==> src/rtl/divider_32bit.sv <==
// Sequential 32-bit unsigned restoring divider: one quotient bit per clock,
// results registered on completion and announced by a one-cycle done pulse.
module divider_32bit (
    input  logic        clk,
    input  logic        reset,
    input  logic        start,
    input  logic [31:0] dividend,
    input  logic [31:0] divisor,
    output logic [31:0] quotient,
    output logic [31:0] remainder,
    output logic        busy,
    output logic        done,
    output logic        div_by_zero
);

    // Handshake: start is a request honoured only in IDLE (ignored, never
    // queued, while busy); done is a one-cycle completion strobe and the
    // result outputs are valid from done until the next completion.
    typedef enum logic [1:0] {
        IDLE = 2'd0,
        RUN  = 2'd1,
        DONE = 2'd2
    } state_t;

    state_t      state;
    state_t      state_next;

    logic [32:0] r;
    logic [31:0] q;
    logic [31:0] d;
    logic [4:0]  cnt;

    logic [32:0] t;
    logic [32:0] diff;
    logic        ge;
    logic [32:0] r_next;
    logic [31:0] q_next;
    logic        last_step;

    // One restoring step: shift in the next dividend bit, subtract if it fits.
    always_comb begin
        t         = {r[31:0], q[31]};
        diff      = t - {1'b0, d};
        ge        = (t >= {1'b0, d});
        r_next    = ge ? diff : t;
        q_next    = {q[30:0], ge};
        last_step = (cnt == 5'd31);
    end

    always_ff @(posedge clk) begin
        if (reset) begin
            state <= IDLE;
        end else begin
            state <= state_next;
        end
    end

    always_comb begin
        state_next = state;
        busy       = 1'b0;
        done       = 1'b0;
        case (state)
            IDLE: begin
                if (start) begin
                    state_next = (divisor == 32'd0) ? DONE : RUN;
                end
            end
            RUN: begin
                busy = 1'b1;
                if (last_step) begin
                    state_next = DONE;
                end
            end
            DONE: begin
                busy       = 1'b1;
                done       = 1'b1;
                state_next = IDLE;
            end
            default: begin
                state_next = IDLE;
            end
        endcase
    end

    always_ff @(posedge clk) begin
        if (reset) begin
            r           <= 33'd0;
            q           <= 32'd0;
            d           <= 32'd0;
            cnt         <= 5'd0;
            quotient    <= 32'd0;
            remainder   <= 32'd0;
            div_by_zero <= 1'b0;
        end else begin
            case (state)
                IDLE: begin
                    if (start) begin
                        if (divisor != 32'd0) begin
                            r   <= 33'd0;
                            q   <= dividend;
                            d   <= divisor;
                            cnt <= 5'd0;
                        end else begin
                            // Divide-by-zero completes immediately with all-ones quotient.
                            quotient    <= 32'hFFFF_FFFF;
                            remainder   <= dividend;
                            div_by_zero <= 1'b1;
                        end
                    end
                end
                RUN: begin
                    r   <= r_next;
                    q   <= q_next;
                    cnt <= cnt + 5'd1;
                    if (last_step) begin
                        quotient    <= q_next;
                        remainder   <= r_next[31:0];
                        div_by_zero <= 1'b0;
                    end
                end
                default: begin
                end
            endcase
        end
    end

    a_done_implies_busy : assert property (@(posedge clk) disable iff (reset) done |-> busy);
    a_done_one_cycle    : assert property (@(posedge clk) disable iff (reset) done |=> !done);

endmodule

==> config.mk <==
export PLATFORM = sky130hd
export DESIGN_NAME = divider_32bit
export DESIGN_NICKNAME = d
export VERILOG_FILES = /design/src/rtl/divider_32bit.sv
export SDC_FILE = /design/constraint.sdc
export NUM_CORES = 1
export LEC_CHECK = 0
export ABC_CLOCK_PERIOD_IN_PS = 8500
export CAP_MARGIN = 20
export CORE_MARGIN = 1.5
export CORE_UTILIZATION = 40
export DETAILED_ROUTE_END_ITERATION = 10
export GPL_TIMING_DRIVEN = 0
export PLACE_DENSITY = 0.59
export SETUP_SLACK_MARGIN = 0.4
export SYNTH_ARGS = -nofsm -noshare
export SYNTH_HDL_FRONTEND = slang
export SYNTH_SLANG_ARGS = --single-unit
==> constraint.sdc <==
create_clock -name clk -period 8.5 [get_ports clk]
set_clock_uncertainty 0.1 [all_clocks]
set_input_delay 0.85 -clock clk [delete_from_list [all_inputs] [get_ports clk]]
set_output_delay 0.85 -clock clk [all_outputs]
set_load 0.02 [all_outputs]
After elaboration in Yosys (flattened, before gate mapping)

Cells that the tools add are included.

Logic and storage cells: 55
Output and inout bits: 67
Bits in registers: 168
Input bits: 67

Reductions and logical operators: 9
Equality and inequality tests: 7
$add $sub $neg: 2
Order comparisons: 1
Multiplexer cells: 28

Operators with widths:

| kind                                          | count |
|---|---|
| 2-to-1 mux 32 bit                             | 11 |
| one-hot mux 32 bit (2 select lines)           | 4 |
| >= comparator 33 x 32 -> 1 bit                | 1 |
| logical NOT 32 bit                            | 1 |
| nonzero test 32 bit                           | 1 |
| subtractor 32 bit                             | 1 |
| 2-to-1 mux 5 bit                              | 2 |
| one-hot mux 5 bit (2 select lines)            | 1 |
| != test 2 bit, second input constant          | 4 |
| 2-to-1 mux 2 bit                              | 3 |
| AND reduction 3 bit                           | 2 |
| adder 5 x 1 -> 5 bit, second input constant   | 1 |
| == test 5 bit, second input constant          | 1 |
| 2-to-1 mux 1 bit                              | 5 |
| one-hot mux 2 bit (2 select lines)            | 1 |
| AND reduction 4 bit                           | 1 |
| == test 2 x 1 -> 1 bit, second input constant | 1 |
| == test 2 bit, second input constant          | 1 |
| logical NOT 2 bit                             | 1 |
| one-hot mux 1 bit (2 select lines)            | 1 |
| AND reduction 2 bit                           | 1 |
| nonzero test 2 bit                            | 1 |
| OR reduction 2 bit                            | 1 |

Longest topological paths before layout

Gate-level depths: netlist (run 1).

Depth in word-level cells: 4
Mapped depth: 14
Depth with buffers taken out: 13

Worst setup path before layout (run 1)

Ideal clock, no wire load.

Path type: flip-flop to flip-flop
Start point: register d[8]
End point: register r[29]
Slack: 5594 ps
Period minus slack after synthesis: 2906 ps
Setup time: 74 ps
Data arrival time: 2732 ps
Buffers on the path: 1
Data required time: 8326 ps
Stages on the path, launching flop included: 13
Path through: dfxtp_1 -> inv_1 -> ha_1 -> buf_2 -> a21oi_1 -> o21ai_1 -> and3_1 -> o31ai_4 -> nand2_1 -> a21boi_0 -> mux2_2 -> or4_1 -> a31oi_1

Longest elaborated chain between the ends: 3
Elaborated cells between the ends (all ways): 4
Those cells by class: add/sub (1); order compare (1); mux (2)

RTL lines:

| item                                                                       | line   | RTL |
|---|---|---|
| start, declared                                                            | 30     | `logic [31:0] d;` |
| start signal, assigned                                                     | 101    | `d <= divisor;` |
| subtractor 32 bit / >= comparator 33 x 32 -> 1 bit (equally long branches) | 43, 44 |  |
| 2-to-1 mux 32 bit (*)                                                      | 45     | `r_next = ge ? diff : t;` |
| one-hot mux 32 bit (2 select lines) (*)                                    | 95     | `case (state)` |
| end signal, assigned                                                       | 112    | `r <= r_next;` |
| end, declared                                                              | 28     | `logic [32:0] r;` |

Mark *: on every way between the ends. The rest lies on a longest branch, timed or not.
A chain may end at the register's enable or synchronous reset.

Worst setup path in the final report (run 1)

Start point: input divisor[18]
End point: register r[16]

Longest elaborated chain between the ends: 3

RTL lines:

| item                                 | line | RTL |
|---|---|---|
| start, declared                      | 8    | `input logic [31:0] divisor,` |
| nonzero test 32 bit                  | 98   | `if (divisor != 32'd0) begin` |
| != test 2 bit (no source line)       | n/a  |  |
| AND reduction 3 bit (no source line) | n/a  |  |

Every way passes these cells.

==> summary.json, run 1 <==
{
  "synth_simple_gate_area_share": 0.225,
  "worstRegToRegCells": 12,
  "synth_enable_flop_cells": 0,
  "clock_latency_of_the_later_clocked_register_in_the_worst_skew_pair_ps": 450,
  "share_clk_of_total_power": 0.302,
  "grt_start_max_net_pins": 19,
  "timing_hold_violations_final": 0,
  "netlist_instances": 1091,
  "shortest_clock_period_the_worst_path_allows_after_layout_ps": 3960,
  "fp.dieH_um": 154,
  "portBuffers": 133,
  "hold_depth": 2,
  "post_cts.repair.setup_buffers": 0,
  "synth_cell_type_count": 66,
  "via_count_of_the_routed_design": 8635,
  "route.detailed.drc": 0,
  "cts.path.max_buffers": 2,
  "dr.pass1.iters": 5,
  "design.core.area_mm2": 0.0221,
  "final-max-slew-violation-count": 0,
  "routed_via_density": 5.62,
  "yosysWarningCount": 0,
  "crit_reg_reg_startpoint": "d[8]$_SDFFE_PP0P_",
  "grt_pass1_wl_um": 48200,
  "worstPathRequired_ps": 8770,
  "worstHoldPathType": "reg2reg",
  "setup-violations-final": 0,
  "num_rows": 54,
  "postSynthAreaPerCell_um2": 8.34,
  "power_per_unit_of_standard_cell_area_mw_per_mm2": 234,
  "remaining_global_route_overflow": 0,
  "muxShareOfSynthArea": 0.0883,
  "power.combinational.fraction": 0.361,
  "maxCapViolCount": 0,
  "final_cell_mix": "168 x sky130_fd_sc_hd__dfxtp_1, 165 x sky130_fd_sc_hd__nor2_1, 133 x sky130_fd_sc_hd__clkdlybuf4s50_1, 86 x sky130_fd_sc_hd__nand2_1, 69 x sky130_fd_sc_hd__mux2i_1",
  "post_synth_xor_area_fraction": 0.0250,
  "setup.worst_path.end_class": "flop",
  "antennaDiodeCount": 0,
  "grt_usage": 0.267,
  "cts_made_buffers": 17,
  "critPathArrivalTime_ps": 4240,
  "routabilityCongestion": 0.909,
  "cts_hold_buffers": 0,
  "fraction_of_final_layout_cells_with_drive_strength_greater_than_1": 0.0565,
  "post-place-ws_ps": 4050,
  "synth-seq-area-share": 0.370,
  "criticalPathCategory": "in2reg",
  "unrepaired_setup_endpoints_after_global_routing": "false",
  "finish.net_count": 1349,
  "power.share.switching": 0.377,
  "dr.first_iter.drc_count": 578,
  "post_synth_instance_area_mm2": 0.00910,
  "seq_power_share": 0.337,
  "synth_ff_type": "sky130_fd_sc_hd__dfxtp_1",
  "worst_vdd_ir_v": 0.000146,
  "maximum_net_fanout_on_the_critical_path": 10,
  "worst_setup_path_endpoint": "r[16]$_SDFFE_PP0P_",
  "final_common_cell": "sky130_fd_sc_hd__dfxtp_1",
  "pin_count": 134,
  "die_x_um": 154,
  "period_share": 0.466,
  "setup.worst_path.start_class": "primary input",
  "post_drt_wl_per_cell_um": 20.2,
  "internal_power_mw": 1.66,
  "clk_root_buffer_cell": "sky130_fd_sc_hd__clkbuf_16",
  "die-area_mm2": 0.0237,
  "compound_gate_portion_of_the_synthesized_area": 0.185,
  "timing.final.ws_setup_ps": 4540,
  "switchingPower_mw": 1.00,
  "post_cts.resized_instances": 0,
  "ff2ff_setup_slack_ps": 4930,
  "synth_async_sr_flop_share": 0,
  "drtAntennaViolNets": 0,
  "number_of_antenna_violations_at_the_first_check_in_global_routing": 0,
  "placed_cell_area_mm2": 0.0108,
  "fmax_mhz": 252,
  "cts_tree": "yes",
  "leakage_nw": 4.29,
  "clock_tree.htree_level_count": 4,
  "flow.area_growth_from_synthesis_pct": 25.2,
  "tightest_slew_ps": 931,
  "setup-tns-final_ps": 0,
  "synth_top_family_by_area": "simple AND/OR/NAND/NOR gates",
  "detail_route.wirelength_um": 31000,
  "final_cell_area_mm2": 0.0114,
  "clk_pin_slew_worst_paths_ps": 70,
  "synth-adder-area-share": 0.0531,
  "status": "finished clean",
  "max-slew-margin-rel": 0.379,
  "nFillCells": 2146,
  "reg2reg_to": "r[29]$_SDFFE_PP0P_",
  "crit_path_start": "divisor[18]",
  "detailedPlacementHpwl_um": 24600,
  "vias_in_the_first_global_route": 8327,
  "yosys_register_bits": 168,
  "clkSinkCount": 168,
  "synthesis.nets": 1196,
  "initial_utilization": 0.412
}
-- worst min-delay path by stage --
| stage | from | endpoint | slack [ps] |
|---|---|---|---|
| final | remainder[19]$_SDFFE_PP0P_ | remainder[19]$_SDFFE_PP0P_ | 360 |
| after global routing | cnt[4]$_SDFFE_PP0P_ | cnt[4]$_SDFFE_PP0P_ | 380 |
| after CTS | cnt[4]$_SDFFE_PP0P_ | cnt[4]$_SDFFE_PP0P_ | 370 |
| after detailed placement | remainder[13]$_SDFFE_PP0P_ | remainder[13]$_SDFFE_PP0P_ | 350 |
| after global placement | cnt[4]$_SDFFE_PP0P_ | cnt[4]$_SDFFE_PP0P_ | 350 |
| after floorplan | cnt[4]$_SDFFE_PP0P_ | cnt[4]$_SDFFE_PP0P_ | 340 |
-- cell type report --
type	count	area (µm²)	area share
repair buffers	134	1340	0.118
flip-flops and latches	168	3360	0.295
clock inverters	15	173	0.0152
multi-input cells	806	5250	0.461
clock buffers	17	425	0.0374
well taps	280	350	0.0308
plain buffers	77	333	0.0292
inverters	40	150	0.0132
-- per-stage QoR --
step | instances | power, mW | utilization | hold slack (ps)
2_1_floorplan | 1091 | 1.56 | - | 336
3_3_place_gp | 1504 | 1.86 | 0.488 | 346
3_5_place_dp | 1505 | 1.87 | 0.488 | 349
4_1_cts | 1537 | 2.66 | 0.515 | 367
5_1_grt | 1537 | 2.79 | 0.515 | 379
6_report | 1537 | 2.66 | 0.515 | 362
-- cell usage after synthesis (all sizes together), types with 10 or more instances --
cell,number,area share
a21oi,54,0.031
a311oi,21,0.020
xor2,13,0.013
dfxtp,168,0.37
a211oi,32,0.026
nand4,10,0.0069
buf,17,0.012
clkbuf,60,0.025
nand2,86,0.035
nand2b,19,0.013
inv,40,0.017
o21ai,42,0.023
nor2,165,0.068
ha,37,0.051
nor3b,31,0.026
nor3,45,0.026
nand3,12,0.0066
a22oi,11,0.0091
mux2,10,0.012
nor4,13,0.011
a21o,20,0.017
mux2i,69,0.076
nand3b,14,0.012
xnor2,13,0.013
-- metal layers --
metal / track usage / routed length (µm) / vias up
li1: - / - / 4216
met4: 0.106 / 966 / 0
met2: 0.430 / 13900 / 296
met5: 0 / 0 / -
met3: 0.0490 / 2080 / 55
met1: 0.353 / 14000 / 4068
-- critical path: stages --
cell and delay [ps]:
sky130_fd_sc_hd__clkdlybuf4s50_1 430, sky130_fd_sc_hd__nor4_1 400, sky130_fd_sc_hd__nand2_1 220, sky130_fd_sc_hd__nor4_4 480, sky130_fd_sc_hd__nor2_1 270, sky130_fd_sc_hd__a21oi_1 550, sky130_fd_sc_hd__buf_6 230, sky130_fd_sc_hd__clkbuf_1 440
sky130_fd_sc_hd__o2bb2a_1 280, sky130_fd_sc_hd__nor2_1 90
-- power by group through the flow --
stage	Clock (mW)	Sequential, mW	Combinational [mW]
finish	0.804	0.899	0.961
CTS	0.810	0.898	0.954
floorplan	0	0.919	0.638
detailed placement	0	0.916	0.950
global route	0.839	0.907	1.04
global placement	0	0.915	0.945
-- cells by family after synthesis --
family	Yosys count
compound gates	242
xor+xnor	26
fa+ha+maj	38
buf+inv	117
flops	168
mux	79
simple gates	421
-- flip-flops by register name, indices dropped and copies added (netlist names) --
| signal | count |
|---|---|
| remainder | 32 |
| r | 32 |
| cnt | 5 |
| q | 32 |
| state | 2 |
| quotient | 32 |
| div_by_zero | 1 |
| d | 32 |
Note: power is estimated with default switching activity, not from simulation.
==> run 2: changes to the inputs <==
--- a/config.mk
+++ b/config.mk
@@ -5,7 +5,7 @@
 export SDC_FILE = /design/constraint.sdc
 export NUM_CORES = 1
 export LEC_CHECK = 0
-export ABC_CLOCK_PERIOD_IN_PS = 8500
+export ABC_CLOCK_PERIOD_IN_PS = 4100
 export CAP_MARGIN = 20
 export CORE_MARGIN = 1.5
 export CORE_UTILIZATION = 40
==> constraint.sdc (replaced) <==
create_clock -name clk -period 4.1 [get_ports clk]
set_clock_uncertainty 0.1 [all_clocks]
set_input_delay 0.41 -clock clk [delete_from_list [all_inputs] [get_ports clk]]
set_output_delay 0.41 -clock clk [all_outputs]
set_load 0.02 [all_outputs]
==> run 2 against run 1 <==
Effect of this change:
- utilization about the same
- largest power group unchanged
- worst setup slack got worse by 3900 ps
- sequential power increased by 110%
- first-iteration DRC count decreased by 12%
- non-clock buffer count unchanged
- critical path type is now reg2reg
- worst hold slack improved by 0.70 ps
- power increased by 110%
- sequential share of layout area about the same
- global-route usage unchanged
==> summary.json, run 2 (synthesis results as in run 1) <==
{
  "status": "finished clean",
  "post_drt_wl_per_cell": {"value": 20.2, "unit": "µm", "change": "+0.28%"},
  "design.core.area": {"value": 0.0221, "unit": "mm²", "change": "unchanged"},
  "post-place-ws": {"value": 91.5, "unit": "ps", "change": "-3960 ps"},
  "shortest_clock_period_the_worst_path_allows_after_layout_ps": 3510,
  "flow.area_growth_from_synthesis": {"value": 25.2, "unit": "%", "change": "about the same"},
  "power_per_unit_of_standard_cell_area": {"value": 485, "unit": "mW/mm²", "change": "+110%"},
  "dr.first_iter.drc_count": {"value": 510, "change": "-12%"},
  "clkSinkCount": {"value": 168, "change": "unchanged"},
  "tightest_slew": {"value": 934, "unit": "ps", "change": "+2.92 ps"},
  "clk_pin_slew_worst_paths": {"value": 80, "unit": "ps", "change": "about the same"},
  "hold_depth": {"value": 2, "change": "unchanged"},
  "period_share": 0.856,
  "clock_latency_of_the_later_clocked_register_in_the_worst_skew_pair": {"value": 440, "unit": "ps", "change": "about the same"},
  "leakage": {"value": 4.29, "unit": "nW", "change": "about the same"},
  "clk_root_buffer_cell": "sky130_fd_sc_hd__clkbuf_16",
  "worst_hold_startpoint": "remainder[19]$_SDFFE_PP0P_",
  "pin_count": {"value": 134, "change": "unchanged"},
  "drtAntennaViolNets": {"value": 0, "change": "unchanged"},
  "maximum_net_fanout_on_the_critical_path": {"value": 10, "change": "unchanged"},
  "cts_made_buffers": {"value": 17, "change": "unchanged"},
  "crit_reg_reg_startpoint": "d[8]$_SDFFE_PP0P_",
  "timing.final.ws_setup": {"value": 591, "unit": "ps", "change": "-3950 ps"},
  "via_count_of_the_routed_design": {"value": 8646, "change": "+0.13%"},
  "final-max-slew-violation-count": {"value": 0, "change": "unchanged"},
  "grt_usage": {"value": 0.267, "change": "unchanged"},
  "finish.net_count": {"value": 1349, "change": "unchanged"},
  "worstPathRequired": {"value": 4300, "unit": "ps", "change": "-4470 ps"},
  "fraction_of_final_layout_cells_with_drive_strength_greater_than_1": {"value": 0.0573, "change": "+0.000796"},
  "routabilityCongestion": {"value": 0.909, "change": "unchanged"},
  "hold-worst-slack": {"value": 363, "unit": "ps", "change": "+0.695 ps"},
  "die-area": {"value": 0.0237, "unit": "mm²", "change": "unchanged"},
  "setup.worst_path.start_class": "flop",
  "die_x": {"value": 154, "unit": "µm", "change": "unchanged"},
  "timing_hold_violations_final": {"value": 0, "change": "unchanged"},
  "cts.path.max_buffers": {"value": 2, "change": "unchanged"},
  "criticalPathCategory": "reg2reg",
  "max-slew-margin-rel": {"value": 0.377, "change": "-0.00195"},
  "num_rows": {"value": 54, "change": "unchanged"},
  "clock_tree.htree_level_count": {"value": 4, "change": "unchanged"},
  "fmax_mhz": 285,
  "vias_in_the_first_global_route": {"value": 8327, "change": "unchanged"},
  "post_cts.repair.setup_buffers": {"value": 0, "change": "unchanged"},
  "maxCapViolCount": {"value": 0, "change": "unchanged"},
  "dr.pass1.iters": {"value": 6, "change": "+1"},
  "route.detailed.drc": {"value": 0, "change": "unchanged"},
  "portBuffers": {"value": 133, "change": "unchanged"},
  "final_cell_mix": "168 x sky130_fd_sc_hd__dfxtp_1, 165 x sky130_fd_sc_hd__nor2_1, 133 x sky130_fd_sc_hd__clkdlybuf4s50_1, 86 x sky130_fd_sc_hd__nand2_1, 69 x sky130_fd_sc_hd__mux2i_1",
  "setup-violations-final": {"value": 0, "change": "unchanged"},
  "worst_vdd_ir": {"value": 0.000300, "unit": "V", "change": "+110%"},
  "detail_route.wirelength": {"value": 31100, "unit": "µm", "change": "+0.28%"},
  "number_of_antenna_violations_at_the_first_check_in_global_routing": {"value": 0, "change": "unchanged"},
  "stdcell_count": {"value": 1537, "change": "unchanged"},
  "unrepaired_setup_endpoints_after_global_routing": "false",
  "initial_utilization": {"value": 0.412, "change": "unchanged"},
  "crit_path_start": "d[8]$_SDFFE_PP0P_",
  "final_common_cell": "sky130_fd_sc_hd__dfxtp_1",
  "grt_start_max_net_pins": {"value": 19, "change": "unchanged"},
  "post-place-cells": {"value": 1505, "change": "unchanged"},
  "setup.worst_path.end_class": "flop",
  "remaining_global_route_overflow": {"value": 0, "change": "unchanged"},
  "ff2ff_setup_slack": {"value": 590, "unit": "ps", "change": "-4340 ps"},
  "hold-path-endpoint": "remainder[19]$_SDFFE_PP0P_",
  "worstRegToRegCells": {"value": 13, "change": "+1"},
  "finalPower": {"value": 5.53, "unit": "mW", "change": "+110%"},
  "worstHoldPathType": "reg2reg",
  "grt_pass1_wl": {"value": 48200, "unit": "µm", "change": "unchanged"},
  "routed_via_density": {"value": 5.63, "change": "+0.13%"},
  "fp.dieH": {"value": 154, "unit": "µm", "change": "unchanged"},
  "detailedPlacementHpwl": {"value": 24600, "unit": "µm", "change": "unchanged"},
  "reg2reg_to": "remainder[11]$_SDFFE_PP0P_",
  "antennaDiodeCount": {"value": 0, "change": "unchanged"},
  "critPathArrivalTime": {"value": 3710, "unit": "ps", "change": "-530 ps"},
  "cts_tree": "yes"
}
==> run 2: through the flow <==
stage | util | area [µm²] | TNS (ps)
final | 0.516 | 11400 | 0
after global routing | 0.516 | 11400 | 0
after CTS | 0.515 | 11400 | 0
after detailed placement | 0.488 | 10800 | 0
after global placement | 0.488 | 10800 | -7080
after floorplan | - | 9100 | 0
==> run 2: worst max-delay path: stages, from the launching register on <==
cell and delay (ps):
sky130_fd_sc_hd__dfxtp_1 340, sky130_fd_sc_hd__inv_1 50, sky130_fd_sc_hd__ha_1 260, sky130_fd_sc_hd__buf_2 170
sky130_fd_sc_hd__a21oi_1 160, sky130_fd_sc_hd__o21ai_1 110, sky130_fd_sc_hd__and3_1 260, sky130_fd_sc_hd__o31ai_4 430
sky130_fd_sc_hd__a21oi_2 130, sky130_fd_sc_hd__nor3_4 380, sky130_fd_sc_hd__buf_6 250, sky130_fd_sc_hd__mux2i_1 470
sky130_fd_sc_hd__a21o_1 200, sky130_fd_sc_hd__a21oi_1 60
==> run 2: per-layer routing <==
metal,share of wire,track usage
met4,0.032,0.106
met2,0.45,0.430
met1,0.45,0.353
met3,0.064,0.0490
met5,0,0
==> run 2: report_power, final <==
part | total (mW) | switching [mW] | internal, mW
logic | 2.00 | 1.19 | 0.805
registers | 1.86 | 0.0996 | 1.76
clock network | 1.67 | 0.794 | 0.872
total | 5.53 | 2.09 | 3.44
==> run 2: worst max path at each step <==
stage | cells after the start | to | slack, ps
5_1_grt | 10 | remainder[1]$_SDFFE_PP0P_ | 420
2_1_floorplan | 12 | r[29]$_SDFFE_PP0P_ | 1190
3_5_place_dp | 10 | r[1]$_SDFFE_PP0P_ | 90
4_1_cts | 10 | r[16]$_SDFFE_PP0P_ | 550
3_3_place_gp | 9 | r[16]$_SDFFE_PP0P_ | -300
6_report | 13 | remainder[11]$_SDFFE_PP0P_ | 590
==> run 2: layout make-up <==
| cell class | count | area (µm²) |
|---|---|---|
| fill | 2147 | 10700 |
| multi-input combinational | 806 | 5250 |
| sequential | 168 | 3360 |
| timing repair buffer | 134 | 1340 |
| clock buffer | 17 | 425 |
| tap | 280 | 350 |
| buffer | 77 | 333 |
| clock inverter | 15 | 173 |
| inverter | 40 | 150 |
==> run 2: repair_timing <==
action                                  4_1_cts  5_1_grt
gates resized for setup                       0        2
hold buffers                                  0        0
endpoints found under the setup margin        0       20
endpoints found under the hold margin         0        0
==> run 3: changes to the inputs <==
--- a/config.mk
+++ b/config.mk
@@ -5,13 +5,14 @@
 export SDC_FILE = /design/constraint.sdc
 export NUM_CORES = 1
 export LEC_CHECK = 0
-export ABC_CLOCK_PERIOD_IN_PS = 4100
+export ABC_CLOCK_PERIOD_IN_PS = 3000
 export CAP_MARGIN = 20
 export CORE_MARGIN = 1.5
 export CORE_UTILIZATION = 40
+export CTS_CLUSTER_SIZE = 16
 export DETAILED_ROUTE_END_ITERATION = 10
 export GPL_TIMING_DRIVEN = 0
-export PLACE_DENSITY = 0.59
+export PLACE_DENSITY = 0.61
 export SETUP_SLACK_MARGIN = 0.4
 export SYNTH_ARGS = -nofsm -noshare
 export SYNTH_HDL_FRONTEND = slang
==> constraint.sdc (replaced) <==
create_clock -name clk -period 3 [get_ports clk]
set_clock_uncertainty 0.1 [all_clocks]
set_input_delay 0.3 -clock clk [delete_from_list [all_inputs] [get_ports clk]]
set_output_delay 0.3 -clock clk [all_outputs]
set_load 0.02 [all_outputs]
==> run 3 against run 2 <==
Effect of this change:
- the run now ends with negative setup slack left
- power increased by 67%
- fmax increased by 17%
- utilization increased by 9.7 points
- sequential share of layout area decreased by 4.4 points
- largest power group unchanged
- worst setup slack got worse by 600 ps
==> summary.json, run 3 (synthesis results as in run 1) <==
{
  "status": "finished with violations",
  "violations": "negative setup slack",
  "worstPathRequired": {"value": 3210, "unit": "ps", "change": "-1090 ps"},
  "clk_pin_slew_worst_paths": {"value": 80, "unit": "ps", "change": "about the same"},
  "placed_cell_area": {"value": 0.0109, "unit": "mm²", "change": "+0.73%"},
  "final_common_cell": "sky130_fd_sc_hd__nor2_1",
  "flow.area_growth_from_synthesis_pct": 48.7,
  "power_per_unit_of_standard_cell_area": {"value": 683, "unit": "mW/mm²", "change": "+41%"},
  "ff2ff_setup_slack": {"value": -9, "unit": "ps", "change": "-600 ps"},
  "cts.path.max_buffers": {"value": 2, "change": "unchanged"},
  "maxCapViolCount": {"value": 0, "change": "unchanged"},
  "grt_pass1_wl": {"value": 51400, "unit": "µm", "change": "+6.6%"},
  "routabilityCongestion": {"value": 0.899, "change": "-1.1%"},
  "initial_utilization": {"value": 0.412, "change": "unchanged"},
  "grt_usage": {"value": 0.281, "change": "+0.0144"},
  "critPathArrivalTime": {"value": 3220, "unit": "ps", "change": "-490 ps"},
  "drtAntennaViolNets": {"value": 0, "change": "unchanged"},
  "hold_depth": {"value": 2, "change": "unchanged"},
  "maximum_net_fanout_on_the_critical_path": {"value": 6, "change": "-4"},
  "power.combinational.fraction": {"value": 0.483, "change": "+0.121"},
  "detail_route.wirelength": {"value": 33900, "unit": "µm", "change": "+8.8%"},
  "path_common_cell": "sky130_fd_sc_hd__buf_6",
  "number_of_antenna_violations_at_the_first_check_in_global_routing": {"value": 0, "change": "unchanged"},
  "worst_hold_startpoint": "remainder[24]$_SDFFE_PP0P_",
  "portBuffers": {"value": 133, "change": "unchanged"},
  "reg2reg_to": "remainder[13]$_SDFFE_PP0P_",
  "via_count_of_the_routed_design": {"value": 9294, "change": "+7.5%"},
  "finish.net_count": {"value": 1428, "change": "+5.9%"},
  "cts_made_buffers": {"value": 17, "change": "unchanged"},
  "seq_power_share": {"value": 0.279, "change": "-0.058"},
  "die_x": {"value": 154, "unit": "µm", "change": "unchanged"},
  "clock_tree.htree_level_count": {"value": 4, "change": "unchanged"},
  "routed_via_density": {"value": 5.75, "change": "+2.3%"},
  "cts_tree": "yes",
  "pin_count": {"value": 134, "change": "unchanged"},
  "final-max-slew-violation-count": {"value": 0, "change": "unchanged"},
  "max_stage_delay_cell_worst_path": "sky130_fd_sc_hd__dfxtp_4",
  "worst_path_largest_cell_delay": {"value": 370, "unit": "ps", "change": "-100 ps"},
  "timing.critical_path.buf_inv": {"value": 4, "change": "+1"},
  "criticalPathCategory": "reg2reg",
  "unrepaired_setup_endpoints_after_global_routing": "true",
  "cts_hold_buffers": {"value": 0, "change": "unchanged"},
  "shortest_clock_period_the_worst_path_allows_after_layout": {"value": 3010, "unit": "ps", "change": "-500 ps"},
  "clk_root_buffer_cell": "sky130_fd_sc_hd__clkbuf_16",
  "setup-violations-final": {"value": 2, "change": "+2"},
  "fmax": {"value": 332, "unit": "MHz", "change": "+17%"},
  "worstRegToRegCells": {"value": 14, "change": "+1"},
  "critical-path-top-delay-family": "compound AO/OA/AOI/OAI gates",
  "power.share.switching": {"value": 0.378, "change": "+0.000774"},
  "antennaDiodeCount": {"value": 0, "change": "unchanged"},
  "grt_start_max_net_pins": {"value": 19, "change": "unchanged"},
  "crit_reg_reg_startpoint": "r[7]$_SDFFE_PP0P_",
  "num_rows": {"value": 54, "change": "unchanged"},
  "internal_power": {"value": 5.75, "unit": "mW", "change": "+67%"},
  "layout.area.seq": {"value": 0.00341, "unit": "mm²", "change": "+1.3%"},
  "fp.dieH": {"value": 154, "unit": "µm", "change": "unchanged"},
  "vias_in_the_first_global_route": {"value": 9200, "change": "+10%"},
  "nFillCells": {"value": 1876, "change": "-13%"},
  "route.detailed.drc": {"value": 0, "change": "unchanged"},
  "remaining_global_route_overflow": {"value": 0, "change": "unchanged"},
  "leakage": {"value": 5.09, "unit": "nW", "change": "+19%"},
  "dr.first_iter.drc_count": {"value": 653, "change": "+28%"},
  "die-area": {"value": 0.0237, "unit": "mm²", "change": "unchanged"},
  "max-slew-margin-rel": {"value": 0.454, "change": "+0.0764"},
  "final_core_util": {"value": 0.612, "change": "+0.0968"},
  "clock_latency_of_the_later_clocked_register_in_the_worst_skew_pair": {"value": 450, "unit": "ps", "change": "about the same"},
  "fraction_of_final_layout_cells_with_drive_strength_greater_than_1": {"value": 0.279, "change": "+0.221"},
  "timing_hold_violations_final": {"value": 0, "change": "unchanged"},
  "clkSinkCount": {"value": 168, "change": "unchanged"},
  "post-place-ws": {"value": -885, "unit": "ps", "change": "-977 ps"},
  "setup.worst_path.end_class": "flop",
  "post_drt_wl_per_cell": {"value": 21.0, "unit": "µm", "change": "+3.5%"},
  "final_cell_area": {"value": 0.0135, "unit": "mm²", "change": "+19%"},
  "multi_input_area": {"value": 0.00646, "unit": "mm²", "change": "+23%"},
  "setup.worst_path.start_class": "flop",
  "worst_vdd_ir": {"value": 0.000442, "unit": "V", "change": "+47%"},
  "detailedPlacementHpwl": {"value": 23800, "unit": "µm", "change": "-3.4%"},
  "path_cells": "ha_4, buf_6, a21oi_2, o21ai_2, and3_4, o31ai_4, a21oi_2, nor3_4, buf_6, buf_6, buf_12, mux2i_4, a21o_1, a21oi_1",
  "share_clk_of_total_power": {"value": 0.238, "change": "-0.063"},
  "tightest_slew": {"value": 819, "unit": "ps", "change": "-115 ps"},
  "timing.final.ws_setup": {"value": -9.24, "unit": "ps", "change": "-600 ps"},
  "final_cell_mix": "159 x sky130_fd_sc_hd__nor2_1, 144 x sky130_fd_sc_hd__dfxtp_1, 133 x sky130_fd_sc_hd__clkdlybuf4s50_1, 70 x sky130_fd_sc_hd__nand2_1, 63 x sky130_fd_sc_hd__buf_4",
  "dr.pass1.iters": {"value": 5, "change": "-1"},
  "finalPower": {"value": 9.24, "unit": "mW", "change": "+67%"},
  "hold-path-endpoint": "remainder[24]$_SDFFE_PP0P_",
  "switchingPower": {"value": 3.50, "unit": "mW", "change": "+68%"},
  "worstHoldPathType": "reg2reg",
  "period_share": {"value": 1.00, "change": "+0.147"},
  "design.core.area": {"value": 0.0221, "unit": "mm²", "change": "unchanged"}
}
run 3: power by group through the flow:
stage	clock network (mW)	logic, mW	registers (mW)
finish	2.20	4.47	2.58
CTS	2.20	4.02	2.57
floorplan	0	1.87	2.60
global route	2.30	4.69	2.60
global placement	0	2.74	2.60
detailed placement	0	2.75	2.60
run 3: worst reg2reg max path, stage by stage, from the launching register on:
cell and delay, ps:
sky130_fd_sc_hd__dfxtp_4 370, sky130_fd_sc_hd__ha_4 240, sky130_fd_sc_hd__buf_6 120, sky130_fd_sc_hd__a21oi_2 140, sky130_fd_sc_hd__o21ai_2 90, sky130_fd_sc_hd__and3_4 200
sky130_fd_sc_hd__o31ai_4 340, sky130_fd_sc_hd__a21oi_2 120, sky130_fd_sc_hd__nor3_4 180, sky130_fd_sc_hd__buf_6 170, sky130_fd_sc_hd__buf_6 140, sky130_fd_sc_hd__buf_12 140
sky130_fd_sc_hd__mux2i_4 260, sky130_fd_sc_hd__a21o_1 190, sky130_fd_sc_hd__a21oi_1 70
run 3: layer usage:
layer  share of wire  global-route usage  vias up  wire (µm)
met3           0.078              0.0660       80       2650
met1            0.44               0.369     4456      14800
met2            0.45               0.446      400      15300
li1                -                   -     4358          -
met4           0.032               0.114        0       1090
met5               0                   0        -          0
run 3: worst max-delay path by stage:
| stage | from | endpoint | slack, ps | depth (start not counted) |
|---|---|---|---|---|
| after floorplan | d[28]$_SDFFE_PP0P_ | r[4]$_SDFFE_PP0P_ | 220 | 13 |
| after global placement | divisor[18] | r[16]$_SDFFE_PP0P_ | -910 | 9 |
| after detailed placement | divisor[18] | r[16]$_SDFFE_PP0P_ | -890 | 9 |
| after CTS | q[31]$_SDFFE_PP0P_ | remainder[22]$_SDFFE_PP0P_ | 100 | 13 |
| after global routing | r[7]$_SDFFE_PP0P_ | r[0]$_SDFFE_PP0P_ | -110 | 15 |
| final | r[7]$_SDFFE_PP0P_ | remainder[13]$_SDFFE_PP0P_ | -9 | 14 |
run 3: stage by stage:
stage / instances / hold WS [ps] / TNS, ps
floorplan: 1091 / 336 / 0
global placement: 1504 / 344 / -81550
detailed placement: 1504 / 349 / -76630
CTS: 1593 / 370 / 0
global route: 1615 / 395 / -1880
finish: 1615 / 372 / -12.7
run 3: final cells by class:
type | instances | area share
repair buffers | 213 | 0.155
inverters | 40 | 0.0113
well taps | 280 | 0.0259
multi-input cells | 806 | 0.477
clock buffers | 17 | 0.0314
flip-flops and latches | 168 | 0.252
plain buffers | 77 | 0.0364
clock inverters | 14 | 0.0111
run 3: repair_timing:
item	CTS	global route
endpoints found under the setup margin	164	131
pin swaps	80	52
gates cloned	3	1
endpoints found under the hold margin	0	0
buffers inserted	55	21
resized for setup	244	106
